File: src/rtl/inst_buffer_multi.sv
// inst_buffer_multi: multi-lane show-ahead instruction buffer
// between IF and ID with zero-inst filter and squash flush.
package inst_buffer_multi_pkg;

  typedef struct packed {
    logic        valid;
    logic [31:0] inst;
    logic [31:0] pc;
  } IF_IB_PACKET;

  typedef struct packed {
    logic        valid;
    logic [31:0] inst;
    logic [31:0] pc;
  } IB_ID_PACKET;

endpackage

module inst_buffer_multi
  import inst_buffer_multi_pkg::*;
#(
  parameter int DEPTH     = 16,
  parameter int IN_WIDTH  = 2,
  parameter int OUT_WIDTH = 2,
  parameter int ADDR      = $clog2(DEPTH),
  parameter int CNT_W     = $clog2(DEPTH+1)
) (
  input  logic                           clock,
  input  logic                           reset_n,
  input  logic                           squash,
  input  IF_IB_PACKET                    if_ib_packet [IN_WIDTH],
  output logic                           in_ready,
  input  logic [$clog2(OUT_WIDTH+1)-1:0] pop_count,
  output IB_ID_PACKET                    ib_id_packet [OUT_WIDTH],
  output logic [OUT_WIDTH-1:0]           out_valid,
  output logic [CNT_W-1:0]               count,
  output logic                           full,
  output logic                           empty
);

  localparam int PSH_W = $clog2(IN_WIDTH+1);

  IF_IB_PACKET      r_mem [DEPTH];
  logic [ADDR-1:0]  r_head;
  logic [ADDR-1:0]  r_tail;
  logic [CNT_W-1:0] r_count;

  logic [IN_WIDTH-1:0] w_keep;
  logic [PSH_W-1:0]    w_off [IN_WIDTH];
  logic [ADDR-1:0]     w_waddr [IN_WIDTH];
  logic [ADDR-1:0]     w_raddr [OUT_WIDTH];
  logic [PSH_W-1:0]    w_push_n;
  logic [CNT_W-1:0]    w_push_cnt;
  logic [CNT_W-1:0]    w_pop_eff;
  logic                w_in_ready;
  logic                w_push_en;

  // keep a lane only if it is valid and not an all-zero encoding
  always_comb begin
    for (int i = 0; i < IN_WIDTH; i++) begin
      w_keep[i] = if_ib_packet[i].valid &&
                  (if_ib_packet[i].inst != 32'h0);
    end
  end

  // compaction: each kept lane's slot is the number of kept lanes before it
  always_comb begin
    w_push_n = '0;
    for (int i = 0; i < IN_WIDTH; i++) begin
      w_off[i]   = w_push_n;
      w_waddr[i] = r_tail + ADDR'(w_push_n);
      w_push_n   = w_push_n + PSH_W'(w_keep[i]);
    end
  end

  // whole-group space check from registered occupancy only
  assign w_in_ready = (int'(r_count) + IN_WIDTH) <= DEPTH;
  assign w_push_en  = w_in_ready && !squash;
  assign w_push_cnt = w_push_en ? CNT_W'(w_push_n) : '0;

  // clamp decode's pop request to what is actually held
  always_comb begin
    w_pop_eff = CNT_W'(pop_count);
    if (int'(pop_count) > int'(r_count)) begin
      w_pop_eff = r_count;
    end
  end

  // pointer and occupancy state; squash flushes, reset clears at once
  always_ff @(posedge clock or negedge reset_n) begin
    if (!reset_n) begin
      r_head  <= '0;
      r_tail  <= '0;
      r_count <= '0;
    end else if (squash) begin
      r_head  <= '0;
      r_tail  <= '0;
      r_count <= '0;
    end else begin
      r_head  <= r_head + ADDR'(w_pop_eff);
      r_tail  <= r_tail + ADDR'(w_push_cnt);
      r_count <= r_count + w_push_cnt - w_pop_eff;
    end
  end

  // storage write: kept lanes land contiguously from tail, wrapping
  always_ff @(posedge clock) begin
    if (w_push_en) begin
      for (int i = 0; i < IN_WIDTH; i++) begin
        if (w_keep[i]) begin
          r_mem[w_waddr[i]] <= if_ib_packet[i];
        end
      end
    end
  end

  // show-ahead read window starting at head, zeroed past occupancy
  always_comb begin
    for (int i = 0; i < OUT_WIDTH; i++) begin
      w_raddr[i]      = r_head + ADDR'(i);
      out_valid[i]    = i < int'(r_count);
      ib_id_packet[i] = '0;
      if (out_valid[i]) begin
        ib_id_packet[i].valid = r_mem[w_raddr[i]].valid;
        ib_id_packet[i].inst  = r_mem[w_raddr[i]].inst;
        ib_id_packet[i].pc    = r_mem[w_raddr[i]].pc;
      end
    end
  end

  assign in_ready = w_in_ready;
  assign count    = r_count;
  assign full     = r_count == CNT_W'(DEPTH);
  assign empty    = r_count == '0;

endmodule

File: config.mk
export PLATFORM = sky130hd
export DESIGN_NAME = inst_buffer_multi
export DESIGN_NICKNAME = d
export VERILOG_FILES = /design/src/rtl/inst_buffer_multi.sv
export SDC_FILE = /design/constraint.sdc
export NUM_CORES = 2
export LEC_CHECK = 0
export CAP_MARGIN = 20
export CORE_MARGIN = 5
export CORE_UTILIZATION = 30
export DETAILED_ROUTE_END_ITERATION = 8
export PLACE_DENSITY_LB_ADDON = 0.12
export REMOVE_ABC_BUFFERS = 1
export SYNTH_ARGS = -nofsm -noshare
export SYNTH_HDL_FRONTEND = slang
export SYNTH_SLANG_ARGS = --single-unit
File: constraint.sdc
create_clock -name clock -period 8.9 [get_ports clock]
set_input_delay 0.89 -clock clock [delete_from_list [all_inputs] [get_ports clock]]
set_output_delay 0.89 -clock clock [all_outputs]
set_load 0.03 [all_outputs]
==> run_results.csv <==
group,metric,value,unit
routing,first_pass_iters,5,
job,drv_cap,0,
setup_path,cp-end-kind,"primary output",
setup_path,worst_path_most_repeated_cell,"buf_4",
routing,wirelength,229700,um
layout,regArea,31560,um^2
global_routing,antenna_found_initial,27,
setup_path,reg2reg_from,"count[0]$_DFF_PN0_",
status,status,"finished clean",
timing,worstMarginPinSlew,1.186,ns
logic_synthesis,ys_async_sr_fraction,1.235,%
timing,timing.hold.ws,0.6028,ns
logic_synthesis,synthCells,3614,
logic_synthesis,synth_area_per_cell,16.96,um^2
timing,setup_viol,0,
setup_path,worst-r2r-cell-count,6,
routing,avgRoutedWirePerCell,35.20,um
setup_path,cp.required,8.01,ns
routing,vias_per_cell,5.717,
timing,finalHoldViolCount,0,
hold_path,hold_path.class,"input pin to async pin",
clock_tree,cts_buffer_depth,3,
timing,post-route-min-period,6.492,ns
global_routing,grt_max_degree,75,
floorplanning,io_pins,275,
placed_design,gp_congestion,0.7361,
layout,drive_gt1_share,49.50,%
floorplanning,coreArea,204000,um^2
setup_path,path_class,"register to primary output",
logic_synthesis,synth_ff_type,"edfxtp_1",
layout,finish.utilization,34.87,%
clock_tree,post_cts_buffers,0,
clock_tree,htreeDepth,4,
timing,maxSlewViolCount,0,
floorplanning,dieArea,213500,um^2
setup_path,path_buf_inv,3,
floorplanning,floorplan.initialDensity,30.06,%
timing,final.setup_skew,0.02237,ns
setup_path,crit_path_start_kind,"register",
layout,layout_commonest_cell,"edfxtp_1",
setup_path,arrival,5.60,ns
timing,period_share,72.94,%
logic_synthesis,synth_edf_count,1040,
power,totalPowerFinal,22280,uW
routing,ant_nets,0,
layout,fillers,19470,
floorplanning,die_w,462.1,um
clock_tree,cts_hold_buf,0,
clock_tree,post_cts_resized,0,
clock_tree,clkTransAtPathRegs,0.05,ns
setup_path,critPathTopFamily,"buffers and inverters",
setup_path,max_stage_delay,0.92,ns
clock_tree,clock-sinks,1053,
timing,fmax,154.0,MHz
global_routing,grt_pass1_vias,39020,
placed_design,io_buffers,274,
layout,multi_input_area,28070,um^2
power,ir_worst_vdd,0.0003189,V
routing,vias,37310,
logic_synthesis,seq_area_frac_synth,51.47,%
logic_synthesis,synth.cell_area,61310,um^2
timing,rsz0062_at_grt,"false",
routing,remaining_drc_errors,0,
power,powerDensity,313.3,nW/um^2
layout,syn_to_final_growth,16.00,%
logic_synthesis,ys_ff_latch,1053,
logic_synthesis,ys.warnings.count,0,
setup_path,r2r_end,"r_mem[2][8]$_DFFE_PP_",
clock_tree,root_buffer,"clkbuf_16",
layout,final_cell_mix,"1040 x edfxtp_1, 977 x mux2_2, 520 x mux4_2",
floorplanning,die_h,462.1,um
routing,drt_iter0_markers,3260,
clock_tree,clock_latency,0.79,ns
setup_path,rrSetupSlack,4.73,ns
setup_path,path_cells,"buf_4, buf_4, mux4_2, a22oi_1, a21oi_1, clkdlybuf4s50_1",
floorplanning,rows,166,
power,power_leakage,0.02208,uW
clock_tree,numCtsBuffers,139,
setup_path,crit_path_max_fanout,56,
global_routing,grtUsageTotal,21.24,%
placed_design,dp_hpwl,127900,um
clock_tree,cts_tree,"done",
setup_path,critPathSlowestCell,"dfrtp_4",
logic_synthesis,synth_cell_types,50,
layout,nets,3881,
global_routing,grt_pass1_wl,318000,um
global_routing,grt_overflow_total,0,
timing,max_slew_margin,20.94,%
## logic make-up (layout without fill, tap and decap cells)
| family | after synthesis | in the layout | share of synthesized area, % |
|---|---|---|---|
| xor+xnor | 10 | 10 | 0.1429 |
| buf+inv | 443 | 659 | 3.359 |
| fa+ha+maj | 20 | 20 | 0.4571 |
| simple gates | 119 | 119 | 1.122 |
| other cells | 1 | 10 | 0.006117 |
| compound gates | 293 | 293 | 3.159 |
| flops | 1053 | 1053 | 51.47 |
| mux | 1675 | 1675 | 40.28 |
## power by group
part	total [uW]	internal [uW]	switching [uW]
Clock	5360	3070	2300
Combinational	11100	4660	6450
Sequential	5810	5630	180
## per-stage QoR
| stage | cell area, um^2 | setup slack, ns | TNS, ns | std cells |
|---|---|---|---|---|
| after global placement | 66850 | 1.977 | 0 | 6271 |
| after floorplan | 59310 | -18.55 | -1813.42 | 3187 |
| after detailed placement | 66880 | 1.929 | 0 | 6273 |
| final | 71120 | 2.408 | 0 | 6527 |
| after global routing | 71100 | 1.922 | 0 | 6520 |
| after CTS | 71090 | 2.177 | 0 | 6518 |
## final cells by class
type | count | area share (%)
repair buffers | 398 | 5.384
multi-input cells | 2118 | 39.46
well taps | 2688 | 4.729
diodes | 9 | 0.03167
flip-flops and latches | 1053 | 44.38
clock buffers | 180 | 5.167
clock inverters | 65 | 0.7565
inverters | 16 | 0.08445
## sequential cells by signal, indices dropped and copies added (netlist names)
| name | cells |
|---|---|
| r_mem | 1040 |
| r_head | 4 |
| count | 5 |
| r_tail | 4 |
## layer usage
| metal | vias to the layer above | global-route usage [%] | wire length [um] |
|---|---|---|---|
| met5 | - | 0 | 62 |
| met4 | 10 | 5.678 | 6084 |
| met3 | 334 | 4.012 | 13420 |
| met2 | 1278 | 35.22 | 111600 |
| met1 | 20420 | 28.60 | 98580 |
| li1 | 15270 | - | - |
## worst max path at each step
stage / endpoint / startpoint / cells past startpoint
CTS: ib_id_packet[129] / r_head[0]$_DFF_PN0_ / 6
floorplan: ib_id_packet[64] / r_head[0]$_DFF_PN0_ / 4
detailed placement: r_mem[9][56]$_DFFE_PP_ / if_ib_packet[125] / 10
finish: ib_id_packet[129] / r_head[0]$_DFF_PN0_ / 6
global placement: r_mem[9][56]$_DFFE_PP_ / if_ib_packet[107] / 10
global route: ib_id_packet[129] / r_head[0]$_DFF_PN0_ / 6
## synth_stat cells, types with 16 or more instances
| master | number | share of area (%) |
|---|---|---|
| nor4_1 | 17 | 0.17 |
| inv_1 | 16 | 0.098 |
| buf_4 | 61 | 0.75 |
| o22ai_1 | 66 | 0.67 |
| buf_1 | 44 | 0.27 |
| mux2_4 | 38 | 0.93 |
| edfxtp_1 | 1040 | 51 |
| a22oi_1 | 130 | 1.6 |
| ha_1 | 16 | 0.33 |
| mux2_2 | 977 | 18 |
| buf_2 | 98 | 0.80 |
| mux2i_1 | 130 | 2.1 |
| mux4_2 | 520 | 19 |
| nor2_1 | 18 | 0.11 |
| clkbuf_1 | 218 | 1.3 |
| a21oi_1 | 69 | 0.56 |
Note: power is estimated with default switching activity, not from simulation.
